[config.mk]
export PLATFORM = sky130hd
export DESIGN_NAME = fft_butterfly_seq
export DESIGN_NICKNAME = d
export VERILOG_FILES = /design/src/rtl/fft_pkg.sv /design/src/rtl/fft_round_sat.sv /design/src/rtl/fft_butterfly_seq.sv
export SDC_FILE = /design/constraint.sdc
export NUM_CORES = 1
export LEC_CHECK = 0
export BUFFER_PORTS_ARGS = -buffer_cell sky130_fd_sc_hd__buf_2
export CAP_MARGIN = 10
export CORE_ASPECT_RATIO = 0.8
export CORE_MARGIN = 4
export CORE_UTILIZATION = 65
export DETAILED_ROUTE_END_ITERATION = 8
export PLACE_DENSITY = 0.79
export SLEW_MARGIN = 20
export SYNTH_ARGS = -nofsm -noshare
export SYNTH_HDL_FRONTEND = slang
export SYNTH_HIERARCHICAL = 1
export SYNTH_SLANG_ARGS = --single-unit
[constraint.sdc]
create_clock -name Clock -period 11.4 [get_ports Clock]
set_input_delay 1.14 -clock Clock [delete_from_list [all_inputs] [get_ports Clock]]
set_output_delay 1.14 -clock Clock [all_outputs]
set_load 0.02 [all_outputs]
[src/rtl/fft_pkg.sv]
`default_nettype none
// ============================================================================
// Package  : fft_pkg
// Brief    : State codes and width-generic saturation for the butterfly block.
// Revision : 1.0 - initial release
// ============================================================================
package fft_pkg;

    localparam int unsigned c_SAT_W = 40;

    typedef enum logic [3:0] {
        LOAD_REW = 4'd0,
        LOAD_IMW = 4'd1,
        LOAD_REB = 4'd2,
        LOAD_IMB = 4'd3,
        LOAD_REA = 4'd4,
        LOAD_IMA = 4'd5,
        CALC0    = 4'd6,
        CALC1    = 4'd7,
        CALC2    = 4'd8,
        CALC3    = 4'd9,
        SUM      = 4'd10,
        DISP_REY = 4'd11,
        DISP_IMY = 4'd12,
        DISP_REZ = 4'd13,
        DISP_IMZ = 4'd14
    } fft_state_e;

    // Clamp x into the signed range of a w-bit number (w < c_SAT_W).
    function automatic logic signed [c_SAT_W-1:0] sat_clip(
        input logic signed [c_SAT_W-1:0] x,
        input int unsigned               w
    );
        logic signed [c_SAT_W-1:0] hi;
        logic signed [c_SAT_W-1:0] lo;
        logic signed [c_SAT_W-1:0] res;
        hi = (c_SAT_W'(1) << (w - 1)) - c_SAT_W'(1);
        lo = ~hi;
        if (x > hi)      res = hi;
        else if (x < lo) res = lo;
        else             res = x;
        return res;
    endfunction

endpackage
`default_nettype wire

[src/rtl/fft_round_sat.sv]
`default_nettype none
// ============================================================================
// Module   : fft_round_sat
// Brief    : Round-half-up arithmetic shift followed by saturation to OUT_W.
// Revision : 1.0 - initial release
// ============================================================================
module fft_round_sat
    import fft_pkg::*;
#(
    parameter int IN_W  = 17,
    parameter int SHIFT = 7,
    parameter int OUT_W = 10
) (
    input  logic signed [IN_W-1:0]  i_din,
    output logic signed [OUT_W-1:0] o_dout,
    output logic                    o_sat
);

    logic signed [c_SAT_W-1:0] w_ext;
    logic signed [c_SAT_W-1:0] w_rnd;
    logic signed [c_SAT_W-1:0] w_clip;

    assign w_ext = c_SAT_W'(i_din);

    generate
        if (SHIFT > 0) begin : g_round
            localparam logic signed [c_SAT_W-1:0] c_HALF = c_SAT_W'(1) << (SHIFT - 1);
            assign w_rnd = (w_ext + c_HALF) >>> SHIFT;
        end else begin : g_pass
            assign w_rnd = w_ext;
        end
    endgenerate

    assign w_clip = sat_clip(w_rnd, OUT_W);
    assign o_dout = OUT_W'(w_clip);
    assign o_sat  = (w_clip != w_rnd);

endmodule
`default_nettype wire

[src/rtl/fft_butterfly_seq.sv]
`default_nettype none
// ============================================================================
// Module   : fft_butterfly_seq
// Brief    : Operator-stepped radix-2 butterfly Y=A+WB, Z=A-WB, one multiplier.
// Revision : 1.0 - initial release
// ============================================================================
module fft_butterfly_seq
    import fft_pkg::*;
#(
    parameter int DATA_W = 8,
    parameter int FRAC_W = 7
) (
    input  logic              Clock,
    input  logic              nReset,
    input  logic              ReadyIn,
    input  logic [DATA_W-1:0] dataIn,
    input  logic              Inverse,
    output logic [DATA_W-1:0] result,
    output logic              Overflow,
    output logic              Busy,
    output logic [3:0]        Phase
);

    localparam int c_PROD_W = 2 * DATA_W;
    localparam int c_ACC_W  = 2 * DATA_W + 1;
    localparam int c_WB_W   = c_ACC_W - FRAC_W;
    localparam int c_Y_W    = c_WB_W + 1;
    localparam logic signed [DATA_W-1:0] c_MIN = {1'b1, {(DATA_W-1){1'b0}}};
    localparam logic signed [DATA_W-1:0] c_MAX = ~c_MIN;

    fft_state_e r_state;
    fft_state_e w_state_nxt;

    logic                       r_ready_q;
    logic                       w_edge;
    logic signed [DATA_W-1:0]   r_rew, r_imw, r_reb, r_imb, r_rea, r_ima;
    logic                       r_inv;
    logic signed [c_ACC_W-1:0]  r_acc_re, r_acc_im;
    logic signed [DATA_W-1:0]   r_yim, r_zre, r_zim;
    logic [DATA_W-1:0]          r_result;
    logic                       r_ovf;

    logic signed [DATA_W-1:0]   w_imw_neg, w_imw_eff;
    logic signed [DATA_W-1:0]   w_mul_a, w_mul_b;
    logic signed [c_PROD_W-1:0] w_prod;
    logic signed [c_ACC_W-1:0]  w_prod_ext;
    logic signed [c_WB_W-1:0]   w_wb_re, w_wb_im;
    logic                       w_sat_wbre, w_sat_wbim;
    logic signed [c_Y_W-1:0]    w_sum [4];
    logic signed [DATA_W-1:0]   w_out [4];
    logic [3:0]                 w_sat_out;

    assign w_edge = ReadyIn & ~r_ready_q;

    // Conjugate twiddle: the most negative code has no positive counterpart.
    assign w_imw_neg = (r_imw == c_MIN) ? c_MAX : -r_imw;
    assign w_imw_eff = r_inv ? w_imw_neg : r_imw;

    always_comb begin
        w_mul_a = r_rew;
        w_mul_b = r_reb;
        case (r_state)
            CALC1:   begin w_mul_a = w_imw_eff; w_mul_b = r_imb; end
            CALC2:   begin w_mul_a = r_rew;     w_mul_b = r_imb; end
            CALC3:   begin w_mul_a = w_imw_eff; w_mul_b = r_reb; end
            default: ;
        endcase
    end

    assign w_prod     = c_PROD_W'(w_mul_a) * c_PROD_W'(w_mul_b);
    assign w_prod_ext = c_ACC_W'(w_prod);

    fft_round_sat #(.IN_W(c_ACC_W), .SHIFT(FRAC_W), .OUT_W(c_WB_W)) u_rnd_re (
        .i_din  (r_acc_re),
        .o_dout (w_wb_re),
        .o_sat  (w_sat_wbre)
    );

    fft_round_sat #(.IN_W(c_ACC_W), .SHIFT(FRAC_W), .OUT_W(c_WB_W)) u_rnd_im (
        .i_din  (r_acc_im),
        .o_dout (w_wb_im),
        .o_sat  (w_sat_wbim)
    );

    assign w_sum[0] = c_Y_W'(r_rea) + c_Y_W'(w_wb_re);
    assign w_sum[1] = c_Y_W'(r_ima) + c_Y_W'(w_wb_im);
    assign w_sum[2] = c_Y_W'(r_rea) - c_Y_W'(w_wb_re);
    assign w_sum[3] = c_Y_W'(r_ima) - c_Y_W'(w_wb_im);

    generate
        for (genvar gi = 0; gi < 4; gi++) begin : g_yz
            fft_round_sat #(.IN_W(c_Y_W), .SHIFT(0), .OUT_W(DATA_W)) u_sat (
                .i_din  (w_sum[gi]),
                .o_dout (w_out[gi]),
                .o_sat  (w_sat_out[gi])
            );
        end
    endgenerate

    always_ff @(posedge Clock) begin
        if (!nReset) r_state <= LOAD_REW;
        else         r_state <= w_state_nxt;
    end

    always_comb begin
        w_state_nxt = r_state;
        case (r_state)
            LOAD_REW: if (w_edge) w_state_nxt = LOAD_IMW;
            LOAD_IMW: if (w_edge) w_state_nxt = LOAD_REB;
            LOAD_REB: if (w_edge) w_state_nxt = LOAD_IMB;
            LOAD_IMB: if (w_edge) w_state_nxt = LOAD_REA;
            LOAD_REA: if (w_edge) w_state_nxt = LOAD_IMA;
            LOAD_IMA: if (w_edge) w_state_nxt = CALC0;
            CALC0:    w_state_nxt = CALC1;
            CALC1:    w_state_nxt = CALC2;
            CALC2:    w_state_nxt = CALC3;
            CALC3:    w_state_nxt = SUM;
            SUM:      w_state_nxt = DISP_REY;
            DISP_REY: if (w_edge) w_state_nxt = DISP_IMY;
            DISP_IMY: if (w_edge) w_state_nxt = DISP_REZ;
            DISP_REZ: if (w_edge) w_state_nxt = DISP_IMZ;
            DISP_IMZ: if (w_edge) w_state_nxt = LOAD_REW;
            default:  w_state_nxt = LOAD_REW;
        endcase
    end

    always_ff @(posedge Clock) begin
        if (!nReset) begin
            r_ready_q <= 1'b1;
            r_rew     <= '0;
            r_imw     <= '0;
            r_reb     <= '0;
            r_imb     <= '0;
            r_rea     <= '0;
            r_ima     <= '0;
            r_inv     <= 1'b0;
            r_acc_re  <= '0;
            r_acc_im  <= '0;
            r_yim     <= '0;
            r_zre     <= '0;
            r_zim     <= '0;
            r_result  <= '0;
            r_ovf     <= 1'b0;
        end else begin
            r_ready_q <= ReadyIn;
            case (r_state)
                LOAD_REW: if (w_edge) begin r_rew <= $signed(dataIn); r_result <= dataIn; r_ovf <= 1'b0; end
                LOAD_IMW: if (w_edge) begin r_imw <= $signed(dataIn); r_result <= dataIn; end
                LOAD_REB: if (w_edge) begin r_reb <= $signed(dataIn); r_result <= dataIn; end
                LOAD_IMB: if (w_edge) begin r_imb <= $signed(dataIn); r_result <= dataIn; end
                LOAD_REA: if (w_edge) begin r_rea <= $signed(dataIn); r_result <= dataIn; end
                LOAD_IMA: if (w_edge) begin r_ima <= $signed(dataIn); r_result <= dataIn; end
                CALC0: begin
                    r_inv    <= Inverse;
                    r_acc_re <= w_prod_ext;
                end
                CALC1: r_acc_re <= r_acc_re - w_prod_ext;
                CALC2: r_acc_im <= w_prod_ext;
                CALC3: r_acc_im <= r_acc_im + w_prod_ext;
                SUM: begin
                    r_result <= w_out[0];
                    r_yim    <= w_out[1];
                    r_zre    <= w_out[2];
                    r_zim    <= w_out[3];
                    r_ovf    <= r_ovf | (|w_sat_out) | w_sat_wbre | w_sat_wbim;
                end
                DISP_REY: if (w_edge) r_result <= r_yim;
                DISP_IMY: if (w_edge) r_result <= r_zre;
                DISP_REZ: if (w_edge) r_result <= r_zim;
                default: ;
            endcase
        end
    end

    assign result   = r_result;
    assign Overflow = r_ovf;
    assign Busy     = (r_state == CALC0) || (r_state == CALC1) || (r_state == CALC2) ||
                      (r_state == CALC3) || (r_state == SUM);
    assign Phase    = r_state;

endmodule
`default_nettype wire

# Yosys cells after proc, flatten, opt, wreduce, memory -nomap -nowiden
# Index checks and enable logic that the tools add are counted.
# totals
mem_bits_ro,0
n_memories,0
input_bits,12
register_bits,121
latchBits,0
out_inout_bits,14
ramBits,0
word_cells,133
# classes
multipliers,1
n_div,0
n_mux,36
n_addsub,9
shifts,0
bitwise_logic,5
order_cmp,12
n_eq_ne,32
reduce_logical,22
# ops
op,n
40-bit 2-to-1 mux,12
40-bit by 11-bit inequality test with 1-bit output,6
17-bit case mux with 2 select lines,2
8-bit 2-to-1 mux,8
4-bit case mux with 15 select lines,1
"11-bit by 8-bit > comparator with 1-bit output, second input constant",4
"11-bit by 8-bit less-than comparator with 1-bit output, second input constant",4
4-bit 2-to-1 mux,10
8-bit case mux with 5 select lines,1
"17-bit by 8-bit adder with 18-bit output, second input constant",2
"4-bit == test, second input constant",7
8-bit by 10-bit adder with 11-bit output,2
"11-bit by 10-bit > comparator with 1-bit output, second input constant",2
"11-bit by 10-bit less-than comparator with 1-bit output, second input constant",2
8-bit by 10-bit subtractor with 11-bit output,2
"2-bit inequality test, second input constant",10
17-bit by 16-bit adder with 17-bit output,1
17-bit by 16-bit subtractor with 17-bit output,1
"4-bit by 3-bit == test with 1-bit output, second input constant",4
8-bit by 8-bit multiplier with 16-bit output,1
2-bit AND reduction,7
10-bit AND reduction,1
"4-bit by 2-bit == test with 1-bit output, second input constant",2
"8-bit == test, second input constant",1
16 further kinds,24

# Logic depth before layout (Yosys ltp)
# Gate-level depths: netlist of the first run.
# logic_depth
depth_word,14
depth_mapped,35
ltp_nobuf,35

# By module
# The synthesis of the first run kept the hierarchy.
# modules_own_cells
module,instances,cells_per_inst,area_each_um2
fft_butterfly_seq,1,1372,10869.2
fft_round_sat at g_yz[0].u_sat ...,4,26,143.9
fft_round_sat at u_rnd_im,1,61,405.4
fft_round_sat at u_rnd_re,1,51,304.0

# Worst setup path after synthesis of the first run
# OpenSTA, ideal clock, no wires.
# synth_timing
path_kind,reg-to-reg
from,"reg r_state[3], in the netlist Phase[3]"
to,reg r_acc_re[16]
stages_incl_launch_ff,30
path_buffers,1
setup_slack_ps,3626
setup_ps,79
arrival_time_ps,7695
required_ps,11321
synth_period_minus_slack_ps,7774
path_cell_list,dfxtp_1 > inv_2 > or3_1 > clkbuf_1 > o21ai_2 > mux2i_1 > nand2b_1 > fa_1 > fa_1 > inv_1 > fa_1 > inv_1 > fa_1 > inv_1 > ha_1 > a21oi_1 > nor2b_1 > o31a_1 > o21ai_0 > nand2b_1 > xnor2_1 > ha_1 > a21oi_1 > o21ai_0 > a21o_1 > maj3_2 > maj3_2 > maj3_2 > mux2_4 > a211oi_2
# synth_between
elab_chain_cells,6
# synth_lines
element,line,source
start: declaration,fft_butterfly_seq.sv:31,fft_state_e r_state;
start signal: assignment,fft_butterfly_seq.sv:102,else r_state <= w_state_nxt;
4-bit by 3-bit == test with 1-bit output / 4-bit == test (equally long branches),"fft_butterfly_seq.sv:62, fft_butterfly_seq.sv:146",
2-bit OR reduction (no source line),-,
8-bit 2-to-1 mux,fft_butterfly_seq.sv:62,case (r_state)
8-bit by 8-bit multiplier with 16-bit output,fft_butterfly_seq.sv:70,assign w_prod = c_PROD_W'(w_mul_a) * c_PROD_W'(w_mul_b);
17-bit by 16-bit subtractor with 17-bit output,fft_butterfly_seq.sv:157,CALC1: r_acc_re <= r_acc_re - w_prod_ext;
17-bit case mux with 2 select lines,fft_butterfly_seq.sv:146,case (r_state)
end signal: assignment,fft_butterfly_seq.sv:155,r_acc_re <= w_prod_ext;
end signal: assignment,fft_butterfly_seq.sv:157,
end: declaration,fft_butterfly_seq.sv:38,"logic signed [c_ACC_W-1:0] r_acc_re, r_acc_im;"
# Parallel ways exist; a longest one is shown, timed or not.
# A chain may end at the register's enable or synchronous reset.

# Final worst setup path of the first run
# layout_timing
from,"reg r_state[3], in the netlist Phase[3]"
to,reg r_acc_im[15]
# layout_between
elab_chain_cells,6
# layout_lines
element,line,source
4-bit by 3-bit == test with 1-bit output / 4-bit == test (equally long branches),"fft_butterfly_seq.sv:62, fft_butterfly_seq.sv:146",
2-bit OR reduction (no source line),-,
8-bit 2-to-1 mux,fft_butterfly_seq.sv:62,
8-bit by 8-bit multiplier with 16-bit output,fft_butterfly_seq.sv:70,
17-bit by 16-bit adder with 17-bit output,fft_butterfly_seq.sv:159,CALC3: r_acc_im <= r_acc_im + w_prod_ext;
17-bit case mux with 2 select lines,fft_butterfly_seq.sv:146,
end signal: assignment,fft_butterfly_seq.sv:158,CALC2: r_acc_im <= w_prod_ext;
end signal: assignment,fft_butterfly_seq.sv:159,
end: declaration,fft_butterfly_seq.sv:38,
# Parallel ways exist; a longest one is shown, timed or not.

==> summary.txt, run 1 <==
critical path depth: 26
fraction of registers with async set/reset: 0%
initial antenna violation count: 1
Synth area leaders: dfxtp_1, ha_1, fa_1
Clock Tree Buf Depth: 2
crit-path leading delay family: adder cells
HPWL Detailed: 23800 um
Via density: 5.95
Ports: 26
clock group share of total power: 53.8%
Post-Syn Instances: 1588
hold slack final: 0.461 ns
largest net degree at the start of global routing: 93
n_diodes: 0
Via Count: 11000
total clock sinks: 121
Largest regs: r_acc_im: 17 flops, r_acc_re: 17 flops
r2r endpoint: r_acc_im[15]
routed wire length per instance: 16.9 um
Clk Latency, worst-skew pair: 0.43 ns
core area: 18300 sq um
GRT Residual Overflow: 0
Tcrit/Tclk final: 76.3%
Post-Route WL: 31200 um
Critical Path AT: 9.01 ns
GRT Total Usage: 30.3%
# rows: 44
max incr delay on CP: 0.71 ns
Final Hold Fails: 0
Hold Crit Depth: 2
post-synthesis average cell area: 7.65 sq um
kind of critical path: flop to flop
critical path required time: 11.71 ns
TritonCTS clock tree: done
Post-synth top flop: dfxtp_1
Die ar.: 21000 sq um
layout cell share with drive strength beyond 1: 6.90%
1st-iter DRT viols: 1175
Critical Path Start Type: flop
R2R setup slack: 2.70 ns
Worst Hold Class: flop to flop
Fmax: 115 MHz
Synth Net Count: 1766
Setup crit end kind: flop
Syn-to-layout area delta: 6.66%
run status: finished, final reports clean
worst r2r src: Phase[3]
most frequent cells in the layout: inv_1, nor2_1, a21oi_1
Initial Utilization: 66.5%
Yosys cell types: 89
GP Congestion: 0.927
RSZ-0062 raised after global routing: false
sw frac: 25.2%
setup_tns: 0 ns
Internal: 0.000764 W
Seq pwr share: 41.9%
area share of the largest cell type after synthesis: 19.9%
Peak VDD IR: 82.0 uV
Final Max Slew Viols: 0
Min-Delay Startpoint: r_zim[1]
post_cts resized: 0
Worst Tran Pin Value: 1.05 ns
synthesis-stage register bit count: 121
width of the die: 161 um
crit-path max FO: 13
Post-synth EDFFs: 0
input/output buffers: 25
Pleak: 5.71 nW
first-pass GRT wire length: 51500 um
most common cell after layout, fill and taps aside: inv_1
drt drc: 0
TritonCTS Buffers: 17
Buf/Inv on CP: 6
fin crit period: 8.70 ns
clock slew at reported path FFs: 0.06 ns
Final setup viols: 0
vias in the first global route: 10200
dominant cell type by area after synthesis: dfxtp_1
Detail Route Antenna Nets: 0
synth warn: 6
nets@finish: 1759
worst reg2reg path depth: 26
Hold Crit Endpoint: r_zim[1]
register area share after synthesis: 19.9%
CP max stage cell: mux2i_1
H-tree levels: 4
Root Driver: clkbuf_16
Comb pwr share: 4.3%
Sw Pwr: 0.000257 W
Max-Cap Viols: 0
Slew HR: 29.8%
DIE HEIGHT: 130 um
CTS Hold Buffers Added: 0
Pwr Density: 78.8 nW/um^2
Clock Skew: 0.0118 ns
postcts setup bufs: 0
drt pass-1 iters: 5
Synth Cell Area: 12200 sq um
## power by group through the flow
| stage | logic, W | registers [W] | clock network, W |
|---|---|---|---|
| 2_1_floorplan | 0.0000267 | 0.000439 | 0 |
| 3_3_place_gp | 0.0000427 | 0.000437 | 0 |
| 3_5_place_dp | 0.0000430 | 0.000437 | 0 |
| 4_1_cts | 0.0000431 | 0.000428 | 0.000553 |
| 5_1_grt | 0.0000475 | 0.000428 | 0.000571 |
| 6_report | 0.0000440 | 0.000428 | 0.000549 |
## kinds of logic after synthesis
group	share of synthesized area, %
simple gates	19.8
compound gates	20.2
buf+inv	8.69
fa+ha+maj	21.1
flops	19.9
mux	6.08
xor+xnor	4.18
## stage by stage
| step | instances | util [%] | area (sq um) | total power, W | setup WS (ns) |
|---|---|---|---|---|---|
| detailed placement | 1815 | 67.7 | 12400 | 0.000480 | 2.83 |
| floorplan | 1588 | - | 12200 | 0.000466 | 3.63 |
| CTS | 1847 | 70.9 | 13000 | 0.00102 | 2.79 |
| global placement | 1815 | 67.7 | 12400 | 0.000480 | 3.02 |
| finish | 1847 | 70.9 | 13000 | 0.00102 | 2.70 |
| global route | 1847 | 70.9 | 13000 | 0.00105 | 2.08 |
## metal layers
layer,part of all wire [%],global-route usage [%],vias to the layer above
li1,-,-,5405
met1,47,44.6,5153
met2,43,46.1,394
met3,8.1,6.25,44
met4,1.4,7.07,2
met5,0.042,0,-
## Yosys cell counts, types with 6 or more instances
| library cell | number |
|---|---|
| nand3_1 | 29 |
| clkbuf_1 | 45 |
| nand2_1 | 117 |
| nor3_1 | 26 |
| or3_1 | 13 |
| nor4_2 | 6 |
| nand4_1 | 13 |
| nor2_1 | 196 |
| a21o_1 | 15 |
| o21ai_1 | 25 |
| or2_2 | 11 |
| and2_1 | 7 |
| a211oi_1 | 23 |
| o21bai_1 | 7 |
| and3_1 | 15 |
| nand3b_1 | 6 |
| xor2_1 | 23 |
| mux2i_1 | 69 |
| a31oi_1 | 17 |
| o21ai_0 | 91 |
| ha_1 | 105 |
| fa_1 | 61 |
| inv_1 | 203 |
| o211ai_1 | 14 |
| nand2b_1 | 17 |
| dfxtp_1 | 121 |
| o21a_1 | 10 |
| xnor2_1 | 35 |
| a21oi_1 | 128 |
| nor2b_1 | 21 |
| o22ai_1 | 10 |
| a22oi_1 | 8 |
## how the worst max path moves through the flow
stage	startpoint	to	slack, ns
after floorplan	Phase[3]	r_acc_re[16]	3.63
after global placement	Phase[3]	r_acc_im[15]	3.02
after global routing	Phase[2]	r_acc_im[15]	2.08
after CTS	Phase[3]	r_acc_im[15]	2.79
final	Phase[3]	r_acc_im[15]	2.70
after detailed placement	Phase[2]	r_acc_im[15]	2.83
## final cells by class
cell class	instances	area (sq um)
clock buffer	18	429
clock inverter	14	161
fill	1480	5310
inverter	206	774
multi-input combinational	1203	8680
sequential	121	2420
tap	253	317
timing repair buffer	32	178
## tightest hold or removal path: cells and delay by family (launching register included)
kind               cells  cell delay, ns
AOI/OAI and AO/OA      1            0.05
DFF                    1            0.31
and+or+nand+nor        1            0.05
(Power assumes the default switching activity.)
==> inputs of run 2 (changes only) <==
- CORE_UTILIZATION: 65 -> 59
- PLACE_DENSITY: 0.79 -> 0.76
- clock period: 11.4 -> 7.5 ns (I/O delays scaled with it)
==> summary.txt, run 2 (synthesized netlist as in run 1, its figures left out) <==
final worst slack: -0.0333 ns (was 2.70 ns)
most frequent cells in the layout: inv_1, nor2_1, a21oi_1 (unchanged)
Peak VDD IR: 124 uV (was 82.0 uV)
fin crit period: 7.53 ns (was 8.70 ns)
drt drc: 0 (unchanged)
largest net degree at the start of global routing: 87 (was 93)
most common cell after layout, fill and taps aside: inv_1 (unchanged)
TritonCTS Buffers: 17 (unchanged)
Via density: 5.99 (was 5.95)
routed wire length per instance: 17.4 um (was 16.9 um)
critical path required time: 7.76 ns (was 11.71 ns)
Via Count: 11500 (was 11000)
total clock sinks: 121 (unchanged)
Post-Route WL: 33300 um (was 31200 um)
Slew HR: 40.6% (was 29.8%)
Fmax: 133 MHz (was 115 MHz)
Die ar.: 23000 sq um (was 21000 sq um)
Detail Route Antenna Nets: 0 (unchanged)
1st-iter DRT viols: 1178 (was 1175)
Design Area, Final: 13800 sq um (was 13000 sq um)
Pleak: 6.01 nW (was 5.71 nW)
DP Worst Slack: -0.140 ns (was 2.83 ns)
width of the die: 168 um (was 161 um)
initial antenna violation count: 0 (was 1)
Max-Cap Viols: 0 (unchanged)
hold slack final: 0.453 ns (was 0.461 ns)
Worst Hold Class: flop to flop (unchanged)
n_diodes: 0 (unchanged)
Hold Crit Depth: 2 (unchanged)
Final Max Slew Viols: 0 (unchanged)
Root Driver: clkbuf_16 (unchanged)
run status: finished, violations left (was finished, final reports clean)
Largest regs: r_acc_im: 17 flops, r_acc_re: 17 flops (unchanged)
Worst Tran Pin Value: 0.891 ns (was 1.05 ns)
Ports: 26 (unchanged)
DIE HEIGHT: 136 um (was 130 um)
clock group share of total power: 54.6% (was 53.8%)
RSZ-0062 raised after global routing: true (was false)
Internal: 0.00121 W (was 0.000764 W)
core area: 20000 sq um (was 18300 sq um)
worst reg2reg path depth: 31 (was 26)
TritonCTS clock tree: done (unchanged)
Sw Pwr: 0.000380 W (was 0.000257 W)
first-pass GRT wire length: 54100 um (was 51500 um)
crit-path max FO: 4 (was 13)
HPWL Detailed: 24600 um (was 23800 um)
GRT Total Usage: 29.1% (was 30.3%)
CP max stage cell: fa_1 (was mux2i_1)
drt pass-1 iters: 6 (was 5)
Critical Path AT: 7.80 ns (was 9.01 ns)
failing checks: negative setup slack
Tcrit/Tclk final: 100% (was 76.3%)
Seq pwr share: 40.8% (was 41.9%)
setup_tns: -0.0656 ns (was 0 ns)
Comb pwr share: 4.6% (was 4.3%)
GP Congestion: 0.919 (was 0.927)
Clock Tree Buf Depth: 2 (unchanged)
Setup crit end kind: flop (unchanged)
Clk Latency, worst-skew pair: 0.43 ns (about the same)
Pwr Density: 115 nW/um^2 (was 78.8 nW/um^2)
nets@finish: 1820 (was 1759)
layout cell share with drive strength beyond 1: 13.8% (was 6.90%)
Final setup viols: 2 (was 0)
max incr delay on CP: 0.56 ns (was 0.71 ns)
input/output buffers: 25 (unchanged)
crit-path most repeated cell: fa_1
GRT Residual Overflow: 0 (unchanged)
Critical Path Start Type: flop (unchanged)
Syn-to-layout area delta: 13.6% (was 6.66%)
sw frac: 23.8% (was 25.2%)
# rows: 46 (was 44)
H-tree levels: 4 (unchanged)
Final Hold Fails: 0 (unchanged)
post-place instance area: 12900 sq um (was 12400 sq um)
Post-Route Utilization: 68.9% (was 70.9%)
Initial Utilization: 60.7% (was 66.5%)
vias in the first global route: 10700 (was 10200)
kind of critical path: flop to flop (unchanged)
fill count: 1584 (was 1480)
clock slew at reported path FFs: 0.06 ns (about the same)
Clock Skew: 0.0152 ns (was 0.0118 ns)
==> run 2: layout make-up <==
type	instances	area, sq um	share of cell area, %
multi-input cells	1203	9000	65.2
flip-flops and latches	121	2430	17.6
inverters	206	774	5.61
repair buffers	93	656	4.75
clock buffers	23	509	3.69
well taps	264	330	2.39
clock inverters	9	111	0.807
==> run 2: worst paths after layout <==
| path | slack, ns | end | from |
|---|---|---|---|
| worst min register to register | 0.45 | r_zre[0] | r_zre[0] |
| worst max-delay path | -0.03 | r_acc_re[15] | r_imw[0] |
| worst min-delay path | 0.45 | r_zre[0] | r_zre[0] |
| worst max register to register | -0.03 | r_acc_re[15] | r_imw[0] |
==> run 2: power by group through the flow <==
stage | combinational (W) | sequential (W) | clock [W]
4_1_cts | 0.0000693 | 0.000651 | 0.000876
5_1_grt | 0.0000777 | 0.000651 | 0.000903
3_5_place_dp | 0.0000686 | 0.000665 | 0
6_report | 0.0000726 | 0.000651 | 0.000871
2_1_floorplan | 0.0000408 | 0.000667 | 0
3_3_place_gp | 0.0000681 | 0.000665 | 0
==> run 2: per-stage QoR <==
stage / instances / power (W)
after floorplan: 1588 / 0.000708
after global placement: 1875 / 0.000733
after detailed placement: 1875 / 0.000734
after CTS: 1911 / 0.00160
after global routing: 1919 / 0.00163
final: 1919 / 0.00159
==> run 2: repair_timing <==
item,4_1_cts,5_1_grt
resized for setup,9,39
endpoints found under the setup margin,2,7
pin swaps,9,28
buffers inserted,4,8
hold buffers,0,0
==> run 2: critical path: cells and delay by family (launching register included) <==
family / cells / cell delay (ns)
xor gates and xnor gates: 1 / 0.22
DFF: 1 / 0.32
adders and majority gates: 6 / 2.65
and+or+nand+nor: 8 / 1.85
buffers and inverters: 5 / 0.46
AOI/OAI and AO/OA: 11 / 1.84
==> run 2: routing by layer <==
metal	GRT usage (%)	routed length, um	up-vias
met4	6.40	504	0
met2	43.9	14400	456
met1	42.3	15500	5460
met5	0	0	-
met3	7.21	2960	48
li1	-	-	5540
==> inputs of run 3 (changes only) <==
- SYNTH_HIERARCHICAL: 1 -> unset
==> summary.txt, run 3 <==
post-synthesis average cell area: 8.03 sq um (was 7.65 sq um)
Design Area, Final: 13200 sq um (was 13800 sq um)
total clock sinks: 121 (unchanged)
critical path required time: 7.77 ns (was 7.76 ns)
run status: finished, final reports clean (was finished, violations left)
Final Hold Fails: 0 (unchanged)
layout cell share with drive strength beyond 1: 10.5% (was 13.8%)
XOR/XNOR share of the synthesized area: 6.49% (was 4.18%)
Pwr Density: 119 nW/um^2 (was 115 nW/um^2)
Post-synth top flop: dfxtp_1 (unchanged)
Most Crowded Layer GR: met2 (unchanged)
GRT Total Usage: 29.4% (was 29.1%)
Setup crit end kind: flop (unchanged)
TritonCTS Buffers: 17 (unchanged)
Final Max Slew Viols: 0 (unchanged)
Seq. cell area: 2430 sq um (about the same)
n_diodes: 0 (unchanged)
Synth Area in Compound Gates: 21.9% (was 20.2%)
largest family of logic cells by synthesized area: adder cells (unchanged)
first-pass GRT wire length: 53700 um (was 54100 um)
crit-path max FO: 7 (was 4)
register area share after synthesis: 20.2% (was 19.9%)
largest net degree at the start of global routing: 79 (was 87)
met2 usage: 44.1% (was 43.9%)
Detail Route Antenna Nets: 0 (unchanged)
kind of critical path: flop to flop (unchanged)
DIE HEIGHT: 135 um (was 136 um)
synthesis-stage register bit count: 121 (unchanged)
core area: 19900 sq um (was 20000 sq um)
fill count: 1683 (was 1584)
Post-synth EDFFs: 0 (unchanged)
Worst Tran Pin Value: 0.995 ns (was 0.891 ns)
initial antenna violation count: 0 (unchanged)
RSZ-0062 raised after global routing: false (was true)
Root Driver: clkbuf_16 (unchanged)
Simple-Gate Fraction of Synth Area: 18.5% (was 19.8%)
fin crit period: 7.15 ns (was 7.53 ns)
vias in the first global route: 10200 (was 10700)
DP Cell Count: 1753 (was 1875)
Synth Net Count: 1676 (was 1766)
Initial Utilization: 60.3% (was 60.7%)
Slew HR: 33.1% (was 40.6%)
Post-Route Utilization: 66.7% (was 68.9%)
Critical Path AT: 7.42 ns (was 7.80 ns)
Max-Cap Viols: 0 (unchanged)
most frequent cells after synthesis: nor2_1, inv_1, dfxtp_1 (was inv_1, nor2_1, a21oi_1)
dominant cell type by area after synthesis: dfxtp_1 (unchanged)
HPWL Detailed: 25000 um (was 24600 um)
# rows: 46 (unchanged)
Tcrit/Tclk final: 95.4% (was 100%)
post-place instance area: 12500 sq um (was 12900 sq um)
Via Count: 11000 (was 11500)
drt drc: 0 (unchanged)
setup_tns: 0 ns (was -0.0656 ns)
Synth Cell Area: 12000 sq um (was 12200 sq um)
Finished Layout Cells: 1788 (was 1919)
Largest regs: r_acc_im: 17 flops, r_acc_re: 17 flops (unchanged)
Yosys cell types: 87 (was 89)
CTS Hold Buffers Added: 0 (unchanged)
synth warn: 0 (was 6)
GRT met1 Usage: 43.4% (was 42.3%)
H-tree levels: 4 (unchanged)
Syn-to-layout area delta: 10.6% (was 13.6%)
DP Worst Slack: 0.117 ns (was -0.140 ns)
clock slew at reported path FFs: 0.06 ns (about the same)
max incr delay on CP: 0.54 ns (was 0.56 ns)
fraction of registers with async set/reset: 0% (unchanged)
drt pass-1 iters: 6 (unchanged)
TritonCTS clock tree: done (unchanged)
Clock Skew: 0.0109 ns (was 0.0152 ns)
area of the multi-input gates: 8970 sq um (was 9000 sq um)
Post-Route WL: 33300 um (about the same)
Post-Syn Instances: 1490 (was 1588)
Pleak: 5.91 nW (was 6.01 nW)
final worst slack: 0.348 ns (was -0.0333 ns)
most common cell after layout, fill and taps aside: nor2_1 (was inv_1)
Final setup viols: 0 (was 2)
routed wire length per instance: 18.6 um (was 17.4 um)
Synth area leaders: dfxtp_1, ha_1, fa_1 (unchanged)
Peak VDD IR: 135 uV (was 124 uV)
mux share of post-synthesis cell area: 4.83% (was 6.08%)
Ports: 26 (unchanged)
nets@finish: 1697 (was 1820)
Critical Path Start Type: flop (unchanged)
Clk Latency, worst-skew pair: 0.43 ns (about the same)
grt met3 use: 7.21% (about the same)
Adder-Cell Fraction of Synth Area: 22.0% (was 21.1%)
most frequent cell after synthesis: nor2_1 (was inv_1)
Clock Tree Buf Depth: 2 (unchanged)
Die ar.: 22600 sq um (was 23000 sq um)
most frequent cells in the layout: nor2_1, inv_1, dfxtp_1 (was inv_1, nor2_1, a21oi_1)
GP Congestion: 0.952 (was 0.919)
1st-iter DRT viols: 1024 (was 1178)
CP max stage cell: fa_1 (unchanged)
Fmax: 140 MHz (was 133 MHz)
width of the die: 167 um (was 168 um)
area share of the largest cell type after synthesis: 20.2% (was 19.9%)
GRT Residual Overflow: 0 (unchanged)
Via density: 6.13 (was 5.99)
Worst Hold Class: flop to flop (unchanged)
input/output buffers: 25 (unchanged)
run 3: routing by layer:
metal  vias up  share of wire [%]
met4         0                1.3
met2       445                 43
met1      5207                 46
met5         -                  0
li1       5264                  -
met3        36                9.7
run 3: timing repair:
action | 4_1_cts | 5_1_grt
gates resized for setup | 0 | 30
buffers inserted | 0 | 3
setup endpoints to repair | 0 | 4
run 3: cells by family (layout without fill, tap and decap cells):
kind of cell,Yosys count,count (layout)
xor gates and xnor gates,87,87
AOI/OAI and AO/OA,387,387
adders and majority gates,174,174
buffers and inverters,188,222
DFF,121,121
and+or+nand+nor,476,476
muxes,57,57
run 3: report_power, final:
| part | internal [W] | total (W) | switching (W) | leakage, nW |
|---|---|---|---|---|
| Sequential | 0.000647 | 0.000650 | 0.00000353 | 0.977 |
| Clock | 0.000533 | 0.000861 | 0.000328 | 0.300 |
| Combinational | 0.0000147 | 0.0000596 | 0.0000449 | 4.64 |
run 3: layout make-up:
class	count	area share, %
clock inverters	14	1.31
repair buffers	64	3.25
well taps	264	2.50
clock buffers	18	3.32
inverters	126	3.57
multi-input cells	1181	67.7
flip-flops and latches	121	18.3
run 3: worst max-delay path, delay by kind of cell, from the launching register on:
family | cells | cell delay [ns]
AOI/OAI and AO/OA | 10 | 1.84
adders and majority gates | 7 | 2.94
and+or+nand+nor | 8 | 1.25
buffers and inverters | 3 | 0.30
xor gates and xnor gates | 1 | 0.34
DFF | 1 | 0.31
run 3: path summary, 6_finish.rpt:
check | startpoint | to | slack, ns | depth (start not counted)
hold / removal | result[5] | result[5] | 0.45 | 2
setup reg to reg | r_imw[0] | r_acc_re[16] | 0.35 | 29
hold reg to reg | result[5] | result[5] | 0.45 | 2
setup / recovery | r_imw[0] | r_acc_re[16] | 0.35 | 29
run 3: per-stage QoR:
stage	power (W)	hold slack [ns]
3_5_place_dp	0.000721	0.441
4_1_cts	0.00157	0.450
2_1_floorplan	0.000695	0.432
5_1_grt	0.00161	0.460
3_3_place_gp	0.000720	0.435
6_report	0.00157	0.448
